===== src/rtl/gate_share_arb.sv =====
// gate_share_arb: round-robin arbiter that time-shares one external 1-bit
// inverter among four requesters, pushing each granted operand through it
// bit-serially (LSB first) and returning the inverted word with a one-cycle ack.
module gate_share_arb #(
    parameter int unsigned W = 8
) (
    input  logic           clk,
    input  logic           rst,
    input  logic [3:0]     req,
    input  logic [4*W-1:0] a_in,
    output logic [3:0]     ack,
    output logic [W-1:0]   dout,
    output logic [1:0]     gnt_id,
    output logic           busy,
    output logic           gate_a,
    input  logic           gate_y,
    output logic           err
);

    localparam int unsigned CW = (W > 1) ? $clog2(W) : 1;

    typedef enum logic [1:0] {StIdle, StShift, StDone} state_e;

    state_e          state_q, state_d;
    logic [1:0]      rr_ptr_q, rr_ptr_d;
    logic [1:0]      gnt_id_q, gnt_id_d;
    logic [CW-1:0]   cnt_q, cnt_d;
    logic [W-1:0]    opnd_q, opnd_d;
    logic [W-1:0]    res_q, res_d;
    logic [W-1:0]    dout_q, dout_d;
    logic            err_q, err_d;

    logic            win_found;
    logic [1:0]      win_id;
    logic [1:0]      scan_idx;

    // Round-robin scan: first requesting index at or above rr_ptr, wrapping mod 4.
    always_comb begin
        win_found = 1'b0;
        win_id    = rr_ptr_q;
        scan_idx  = 2'd0;
        for (int k = 0; k < 4; k++) begin
            scan_idx = rr_ptr_q + 2'(k);
            if (!win_found && req[scan_idx]) begin
                win_found = 1'b1;
                win_id    = scan_idx;
            end
        end
    end

    // Outputs decoded from current state; gate_a is forced low outside SHIFT.
    always_comb begin
        gate_a = (state_q == StShift) ? opnd_q[cnt_q] : 1'b0;
        ack    = (state_q == StDone) ? (4'b0001 << gnt_id_q) : 4'b0000;
        busy   = (state_q != StIdle);
        dout   = dout_q;
        gnt_id = gnt_id_q;
        err    = err_q;
    end

    // Next-state logic: grant, serial shift through the shared gate, completion.
    always_comb begin
        state_d  = state_q;
        rr_ptr_d = rr_ptr_q;
        gnt_id_d = gnt_id_q;
        cnt_d    = cnt_q;
        opnd_d   = opnd_q;
        res_d    = res_q;
        dout_d   = dout_q;
        err_d    = err_q;
        unique case (state_q)
            StIdle: begin
                if (win_found) begin
                    gnt_id_d = win_id;
                    opnd_d   = a_in[int'(win_id)*W +: W];
                    cnt_d    = '0;
                    state_d  = StShift;
                end
            end
            StShift: begin
                res_d[cnt_q] = gate_y;
                cnt_d        = cnt_q + CW'(1);
                // An inverter must never echo its input.
                if (gate_y == gate_a) begin
                    err_d = 1'b1;
                end
                if (cnt_q == CW'(W - 1)) begin
                    // Capture the completed word so dout is valid in DONE and held after.
                    dout_d  = res_d;
                    state_d = StDone;
                end
            end
            StDone: begin
                rr_ptr_d = gnt_id_q + 2'd1;
                state_d  = StIdle;
            end
            default: state_d = StIdle;
        endcase
    end

    // State registers with asynchronous active-high reset.
    always_ff @(posedge clk or posedge rst) begin
        if (rst) begin
            state_q  <= StIdle;
            rr_ptr_q <= 2'd0;
            gnt_id_q <= 2'd0;
            cnt_q    <= '0;
            opnd_q   <= '0;
            res_q    <= '0;
            dout_q   <= '0;
            err_q    <= 1'b0;
        end else begin
            state_q  <= state_d;
            rr_ptr_q <= rr_ptr_d;
            gnt_id_q <= gnt_id_d;
            cnt_q    <= cnt_d;
            opnd_q   <= opnd_d;
            res_q    <= res_d;
            dout_q   <= dout_d;
            err_q    <= err_d;
        end
    end

endmodule


===== config.mk =====
export PLATFORM = sky130hd
export DESIGN_NAME = gate_share_arb
export DESIGN_NICKNAME = d
export VERILOG_FILES = /design/src/rtl/gate_share_arb.sv
export SDC_FILE = /design/constraint.sdc
export NUM_CORES = 1
export LEC_CHECK = 0
export BUFFER_PORTS_ARGS = -buffer_cell sky130_fd_sc_hd__buf_2
export CORE_ASPECT_RATIO = 0.5
export CORE_MARGIN = 1
export CORE_UTILIZATION = 47
export CTS_BUF_LIST = sky130_fd_sc_hd__clkbuf_8 sky130_fd_sc_hd__clkbuf_16
export DETAILED_ROUTE_END_ITERATION = 16
export PLACE_DENSITY = 0.76
export SYNTH_ARGS = -nofsm -noshare
export SYNTH_HDL_FRONTEND = slang
export SYNTH_SLANG_ARGS = --single-unit
export TNS_END_PERCENT = 50

===== constraint.sdc =====
create_clock -name clk -period 1.6 [get_ports clk]
set_input_delay 0.08 -clock clk [delete_from_list [all_inputs] [get_ports clk]]
set_output_delay 0.08 -clock clk [all_outputs]
set_load 0.02 [all_outputs]

### Yosys cells after proc, flatten, opt, wreduce, memory -nomap -nowiden

Cells that the tools add are included.

| word-level totals | value |
|---|---|
| register bits | 34 |
| output and inout bits | 17 |
| logic and storage cells | 69 |

| operators by class | value |
|---|---|
| add/sub/neg operators | 5 |
| order comparisons | 6 |
| equal/unequal tests | 6 |
| shifts and indexed selects | 2 |
| mux-type cells | 27 |
| reductions and logical operators | 15 |

Operators with widths:

| cell | count |
|---|---|
| variable part select 32 x 6 -> 8 bit | 1 |
| < comparator 2 x 3 -> 1 bit, second input constant | 4 |
| two-way mux 1 bit | 11 |
| two-way mux 2 bit | 5 |
| AND reduction 2 bit | 5 |
| binary-select mux 1 bit (select 2 bit) | 4 |
| bitwise mux 8 bit | 1 |
| case mux 3 bit (2 select lines) | 1 |
| adder 2 x 1 -> 2 bit, second input constant | 2 |
| adder 2 bit, second input constant | 2 |
| logical AND 1 bit | 4 |
| < comparator 3 x 4 -> 1 bit, second input constant | 1 |
| two-way mux 4 bit | 1 |
| case mux 2 bit (2 select lines) | 1 |
| nonzero test 2 bit | 2 |
| left shift 1 x 2 -> 4 bit, first input constant | 1 |
| adder 3 x 1 -> 3 bit, second input constant | 1 |
| binary-select mux 1 bit (select 3 bit) | 1 |
| demux 1 bit (select 3 bit) | 1 |
| == test 3 bit, second input constant | 1 |
| greater-or-equal comparator 3 x 1 -> 1 bit, second input constant | 1 |
| logical NOT 1 bit | 3 |
| two-way mux 3 bit | 1 |
| == test 2 x 1 -> 1 bit, second input constant | 1 |
| other kinds (5) | 5 |

### Longest topological paths before layout

Gate-level depths: netlist (run 1).

| logic depth | value |
|---|---|
| depth after elaboration | 14 |
| depth in mapped cells | 7 |
| gate-level depth less buffers | 5 |

### Worst setup path after synthesis (run 1)

OpenSTA, ideal clock, no wires.

| timing | value |
|---|---|
| kind | register to register |
| start point | register rr_ptr_q[0] |
| end point | register opnd_q[0] |
| setup time | 0.139 ns |
| arrival | 1.616 ns |
| data required time | 1.461 ns |
| setup slack | -0.155 ns |
| cell stages (with the launch flop) | 8 |
| clock period less this slack | 1.755 ns |
| path through | dfrtp_1 nor2b_1 o21a_1 buf_6 nor3_4 buf_8 mux2i_1 a211oi_2 |

| on the way | value |
|---|---|
| longest elaborated chain between the ends | 13 |

RTL lines:

| what | line | text |
|---|---|---|
| start, declared | 25 | `logic [1:0] rr_ptr_q, rr_ptr_d;` |
| start signal, assigned | 114 | `rr_ptr_q <= rr_ptr_d;` |
| branches (longest 13 deep; another with adder 2 x 1 -> 2 bit) | -- |  |
| end signal, assigned | 117 | `opnd_q <= opnd_d;` |
| end, declared | 28 | `logic [W-1:0] opnd_q, opnd_d;` |

Parallel ways; which one is timed is not known. The select of a mux whose other input is x is not followed.
A chain may end at the register's enable or synchronous reset.

### Final worst setup path (run 1)

| timing | value |
|---|---|
| start point | register rr_ptr_q[1] |
| end point | register opnd_q[4] |

The elaborated chain is that of the path after synthesis.

==> reports/qor.log, run 1 <==
qor: route.antenna_violating_nets_post_route 0
qor: placed_design.gp_congestion 0.815
qor: critical_path.critical_path_arrival 1940 ps
qor: timing.final_number_of_hold_violating_endpoints 0
qor: synthesis.synthesis.yosys.warnings 0
qor: global_routing.globalRouteOverflowTotal 0
qor: floorplan.placement_rows 16
qor: timing.rsz0062_at_grt yes
qor: synthesis.synth_nets 243
qor: final_layout.antenna_cells 0
qor: timing.achievable-frequency 0.573 GHz
qor: power.power-per-cell-area 1860 mW/mm^2
qor: route.post-route-drc-count 0
qor: synthesis.synth_top_family_by_area compound AO/OA/AOI/OAI gates
qor: final_layout.drive_above_1_share 0.467
qor: placed_design.detailed_place.area 0.00255 mm^2
qor: route.vias_post_dr 1796
qor: route.route.detailed.wl_per_inst 13.9 um
qor: synthesis.post_synth_fa_ha_maj_area_fraction 0.0369
qor: power.worst_ir_drop_vdd 0.000803 V
qor: floorplan.io_pins 56
qor: critical_path.worstPathCellList or3_1 -> and4b_2 -> o21ai_4 -> buf_6 -> a211oi_2 -> a211oi_2
qor: critical_path.critical-path-top-cell-by-count a211oi_2
qor: route.drt-pass1-iter-count 4
qor: critical_path.critPathLaunchType flop
qor: global_routing.track_usage 0.207
qor: clock_tree.max-clock-path-buffers 2
qor: timing.post-route-worst-setup-slack -146 ps
qor: hold_path.worstHoldPathCells 3
qor: synthesis.synth_cells 198
qor: flow_run.timing.max_cap.violations 0
qor: clock_tree.cts_tree done
qor: clock_tree.cts_root_buffer clkbuf_8
qor: floorplan.initial_core_util 0.505
qor: hold_path.whs_endpoint opnd_q[3]
qor: status.failed_checks negative setup slack
qor: placed_design.place.port_buffers 55
qor: timing.layout_worst_path_cycle_share 1.09
qor: critical_path.end_of_the_worst_register_to_register_path opnd_q[4]
qor: synthesis.synthSimpleGateAreaFrac 0.164
qor: final_layout.final_area 0.00279 mm^2
qor: timing.worst_clock_skew 8.45 ps
qor: global_routing.grt_max_degree 35
qor: clock_tree.worst_setup_hold_path_clk_slew 70 ps
qor: timing.post-route-min-period 1750 ps
qor: global_routing.grt_first_pass_wirelength 7250 um
qor: hold_path.min-delay-start a_in[27]
qor: critical_path.reg2reg_depth 6
qor: critical_path.regToRegStartpoint rr_ptr_q[1]
qor: synthesis.post_synth_num_cell_types 34
qor: timing.final-max-slew-violation-count 0
qor: synthesis.post_synth_xor_xnor_area 0.00431
qor: timing.setup-violations-final 11
qor: floorplan.die-area 0.00461 mm^2
qor: power.fin_total_pwr 5180 uW
qor: critical_path.timing.reg2reg.setup_slack -150 ps
qor: route.route.met2.wl 2100 um
qor: clock_tree.cts_bufs_inserted 5
qor: hold_path.hold_class in -> reg
qor: global_routing.vias_in_the_first_global_route 1576
qor: clock_tree.cts_sink_cnt 34
qor: route.drt_iter0_markers 71
qor: timing.setup_tns -1070 ps
qor: final_layout.layout_common_cells 55 x buf_2, 34 x dfrtp_1, 25 x buf_4
qor: power.cellLeakagePower 0.00131 uW
qor: placed_design.hpwl 3270 um
qor: synthesis.synth.yosys.seq_area_share 0.418
qor: critical_path.cp_max_fo 6
qor: status.outcome finished with violations
qor: route.highest-signal-layer met4
qor: final_layout.final_util 0.692
qor: final_layout.final_common_cell buf_2
qor: critical_path.critPathSlowestCell dfrtp_1
qor: floorplan.core_area 0.00402 mm^2
qor: clock_tree.cts-htree-levels 2
qor: synthesis.ys_seq_elements 34
qor: route.m1WireLength 2250 um
qor: synthesis.syn-mean-instance-area 10.3 um^2
qor: synthesis.mappedNetlistArea 0.00203 mm^2
qor: critical_path.worstSetupPathType reg -> reg
qor: synthesis.synth.area.mux_share 0.156
qor: final_layout.areaGrowthSynthToFinish 37.0%
qor: critical_path.cp_data_required_time 1790 ps
qor: critical_path.slowest_delay 390 ps
qor: final_layout.num-nets-final 329
qor: route.vias_per_cell 5.30
qor: clock_tree.clkLatencyLatePin 290 ps
qor: route.detail_route.wirelength 4720 um
qor: critical_path.end_kind flop
qor: global_routing.antenna_found_initial 0
qor: placed_design.detailedPlace.worstSlack -114 ps
qor: timing.pin_slew_with_the_least_headroom_to_its_limit 433 ps
qor: floorplan.die_height 48.5 um
qor: route.met3_wirelength 253 um
qor: timing.slew-limit-headroom 0.711
qor: synthesis.synth_area_in_compound_gates 0.185
qor: floorplan.die_w 95.0 um
## Yosys cell counts, drive strengths merged
master / instances / area share
a211oi: 16 / 0.079
ha: 6 / 0.037
a21boi: 1 / 0.0055
or2: 1 / 0.0031
o31a: 8 / 0.034
and2: 4 / 0.012
a21o: 2 / 0.0074
nor2b: 6 / 0.018
dfrtp: 34 / 0.42
nor3: 4 / 0.018
or2b: 1 / 0.0037
or3: 1 / 0.0031
nor2: 20 / 0.037
nand3b: 1 / 0.0037
xor2: 1 / 0.0043
o21ai: 15 / 0.042
and4b: 1 / 0.0049
inv: 4 / 0.0074
clkbuf: 8 / 0.015
nand2b: 4 / 0.012
nand3: 3 / 0.0074
mux2: 9 / 0.050
buf: 2 / 0.013
o21a: 2 / 0.0074
nand2: 22 / 0.041
mux2i: 17 / 0.084
mux4: 2 / 0.022
a21oi: 3 / 0.0092
## stage by stage
step | std cells | hold WS (ps)
6_report | 339 | 121
2_1_floorplan | 198 | 222
4_1_cts | 334 | 129
3_3_place_gp | 323 | 191
3_5_place_dp | 323 | 201
5_1_grt | 339 | 112
## flip-flops by register name, indices dropped and copies added, names as in the netlist
name / count
opnd_q: 8
gnt_id: 2
dout: 8
res_q: 8
state_q: 2
rr_ptr_q: 2
cnt_q: 3
err: 1
## how the worst max path moves through the flow
stage	from	end	depth (start not counted)	slack, ps
after floorplan	rr_ptr_q[0]	opnd_q[0]	7	-100
final	rr_ptr_q[1]	opnd_q[4]	6	-150
after detailed placement	rr_ptr_q[1]	opnd_q[4]	6	-110
after CTS	cnt_q[0]	gate_a	4	-120
after global placement	rr_ptr_q[1]	opnd_q[3]	6	-40
after global routing	rr_ptr_q[0]	opnd_q[4]	6	-200
## final cells by class
class	instances	area, um^2
clock buffers	6	82.6
clock inverters	2	12.5
fillers	299	1240
inverters	4	15.0
multi-input cells	150	1180
flip-flops and latches	34	851
well taps	54	67.6
repair buffers	89	581
## critical path, delay by kind of cell (launching register included)
family,cells,cell delay [ps]
and+or+nand+nor,2,610
AOI/OAI and AO/OA,3,500
DFF,1,390
buffers and inverters,1,150
## power by group
group / internal [uW] / switching [uW] / leakage, uW / total (uW)
Sequential: 1270 / 247 / 0.000397 / 1520
Clock: 346 / 314 / 0.0000472 / 659
Combinational: 1450 / 1550 / 0.000866 / 3000
## routing by layer
metal | global-route usage | vias to the layer above
met5 | 0 | -
met4 | 0.0379 | 0
met3 | 0.0629 | 13
met2 | 0.306 | 65
met1 | 0.302 | 838
li1 | - | 880
## repair_timing
action	in CTS	in global routing
pin swaps	4	6
hold buffers	1	0
endpoints found under the setup margin	9	15
hold endpoints to repair	34	0
setup buffers	2	6
resized for setup	5	13
## cell families after synthesis
| group | count (synthesis) |
|---|---|
| buffers and inverters | 14 |
| AO/OA/AOI/OAI | 47 |
| flip-flops | 34 |
| multiplexers | 28 |
| adder cells (fa/ha/maj) | 6 |
| AND/OR/NAND/NOR | 68 |
| XOR/XNOR | 1 |
(Power assumes the default switching activity.)
==> run 2, diff against run 1 <==
Settings changed: CORE_UTILIZATION 47 to 52, PLACE_DENSITY 0.76 to unset, PLACE_DENSITY_LB_ADDON set to 0.25.
Clock period 1.6 ns to 1.7 ns, I/O delays scaled along.
==> run 2 against run 1 <==
Cell area shrank 6.0%; critical endpoint is now gate_a; die area fell by 9.3%; first-iteration DRC count up 5.6%; clock skew decreased by 3.3 ps; worst setup slack better by 160 ps; non-clock buffer count is 15 lower; clock-buffer cell count shrank 1; the run now ends clean; sequential share of layout area grew 2.0 points.
==> reports/qor.log, run 2 (same netlist as run 1, synthesis figures left out) <==
qor: status.outcome completed
qor: timing.hold-worst-slack 113 ps
qor: critical_path.critical_path_arrival 1600 ps
qor: clock_tree.worst_setup_hold_path_clk_slew 70 ps
qor: final_layout.areaGrowthSynthToFinish 28.8%
qor: route.vias_per_cell 5.25
qor: timing.worst_clock_skew 5.11 ps
qor: timing.slew-limit-headroom 0.698
qor: route.detail_route.wirelength 4390 um
qor: final_layout.fin_cells 320
qor: placed_design.gp_congestion 0.799
qor: floorplan.io_pins 56
qor: power.worst_ir_drop_vdd 0.000874 V
qor: final_layout.num-nets-final 314
qor: timing.post-route-min-period 1690 ps
qor: timing.layout_worst_path_cycle_share 0.993
qor: critical_path.worstSetupPathType reg -> out
qor: flow_run.timing.max_cap.violations 0
qor: floorplan.die_w 90.4 um
qor: global_routing.grt_first_pass_wirelength 6960 um
qor: placed_design.place.port_buffers 55
qor: timing.final-max-slew-violation-count 0
qor: hold_path.hold_class in -> reg
qor: final_layout.final_area 0.00262 mm^2
qor: clock_tree.cts_sink_cnt 34
qor: clock_tree.cts_tree done
qor: global_routing.globalRouteOverflowTotal 0
qor: timing.pin_slew_with_the_least_headroom_to_its_limit 450 ps
qor: power.cellLeakagePower 0.00124 uW
qor: critical_path.critical_path_buf_inv_count 1
qor: floorplan.core_area 0.00358 mm^2
qor: critical_path.timing.critical_path.max_delay_family multiplexers
qor: global_routing.busiest_layer met2
qor: critical_path.critPathLaunchType flop
qor: clock_tree.cts_bufs_inserted 5
qor: timing.rsz0062_at_grt yes
qor: global_routing.grt_max_degree 35
qor: final_layout.final_common_cell buf_2
qor: critical_path.end_kind output port
qor: route.antenna_violating_nets_post_route 0
qor: route.drt-pass1-iter-count 4
qor: clock_tree.cts-htree-levels 2
qor: floorplan.placement_rows 15
qor: placed_design.place.detailed.instances 308
qor: global_routing.groute.layer.met1.usage 0.298
qor: global_routing.track_usage 0.221
qor: placed_design.hpwl 3130 um
qor: critical_path.slowest_delay 520 ps
qor: route.vias_post_dr 1679
qor: global_routing.grt_use_met2 0.353
qor: floorplan.die_height 46.2 um
qor: critical_path.cp_max_fo 3
qor: critical_path.cp_data_required_time 1620 ps
qor: floorplan.initial_core_util 0.567
qor: final_layout.antenna_cells 0
qor: route.post-route-drc-count 0
qor: timing.final_number_of_hold_violating_endpoints 0
qor: clock_tree.cts_root_buffer clkbuf_8
qor: final_layout.layout_common_cells 55 x buf_2, 33 x dfrtp_1, 22 x nand2_1
qor: critical_path.critPathSlowestCell mux4_2
qor: route.drt_iter0_markers 75
qor: critical_path.worstPathCellList mux4_2 -> mux2i_2 -> nor2_1 -> buf_2
qor: route.route.detailed.wl_per_inst 13.7 um
qor: power.power-per-cell-area 1710 mW/mm^2
qor: floorplan.die-area 0.00418 mm^2
qor: clock_tree.max-clock-path-buffers 2
qor: timing.achievable-frequency 0.592 GHz
qor: clock_tree.clkLatencyLatePin 280 ps
qor: placed_design.detailed_place.area 0.00246 mm^2
qor: global_routing.antenna_found_initial 0
qor: final_layout.drive_above_1_share 0.413
qor: timing.setup-violations-final 0
qor: global_routing.grt_util_met3 0.0726
qor: global_routing.vias_in_the_first_global_route 1549
[run 2: changes by cell type in the layout (fill, tap and decap cells not counted), moves of 2 or more]
cell      before  now
buf_4         25   14
buf_6          6    0
a211oi_1       1    5
a211oi_2      14   11
inv_1          4    6
[run 2: worst paths after layout]
kind                       cells after the start   startpoint  slack, ps    endpoint
hold reg to reg                                1          err        470         err
setup / recovery                               4     cnt_q[0]         10      gate_a
setup reg to reg                               6  rr_ptr_q[1]         10   opnd_q[1]
hold / removal                                 3     a_in[28]        110   opnd_q[4]
min in group asynchronous                      4          rst        440  state_q[1]
max in group asynchronous                      4          rst        920    cnt_q[0]
[run 2: stage by stage]
stage	TNS, ps	util	setup slack (ps)	power (uW)
after floorplan	-3.14	-	-3.14	3070
after global placement	0	0.687	100	3700
after detailed placement	-6.23	0.687	-6.23	3770
after CTS	0	0.717	3.15	4400
after global routing	-184	0.731	-101	4840
final	0	0.731	12.0	4490
[run 2: layer usage]
| layer | vias to the layer above | part of all wire |
|---|---|---|
| li1 | 845 | - |
| met1 | 773 | 0.50 |
| met2 | 57 | 0.43 |
| met3 | 4 | 0.060 |
| met4 | 0 | 0.0082 |
| met5 | - | 0 |
[run 2: what timing repair did]
action	4_1_cts	5_1_grt
gates cloned	0	1
hold buffers	1	0
pin swaps	0	9
setup endpoints to repair	2	8
setup buffers	2	1
hold endpoints to repair	34	0
resized for setup	3	4
[run 2: power breakdown]
part | switching [uW] | internal, uW
clock | 275 | 270
sequential | 230 | 1200
combinational | 1320 | 1190
total | 1830 | 2660
[run 2: cell type report]
class / instances / area [um^2]
Clock buffer: 5 / 68.8
Clock inverter: 2 / 7.51
Fill cell: 270 / 966
Inverter: 4 / 15.0
Multi-Input combinational cell: 150 / 1140
Sequential cell: 34 / 852
Tap cell: 51 / 63.8
Timing Repair Buffer: 74 / 475
[run 2: worst min-delay path, delay by kind of cell]
kind,cells,cell delay (ps)
compound gates,2,180
buf+inv,1,90
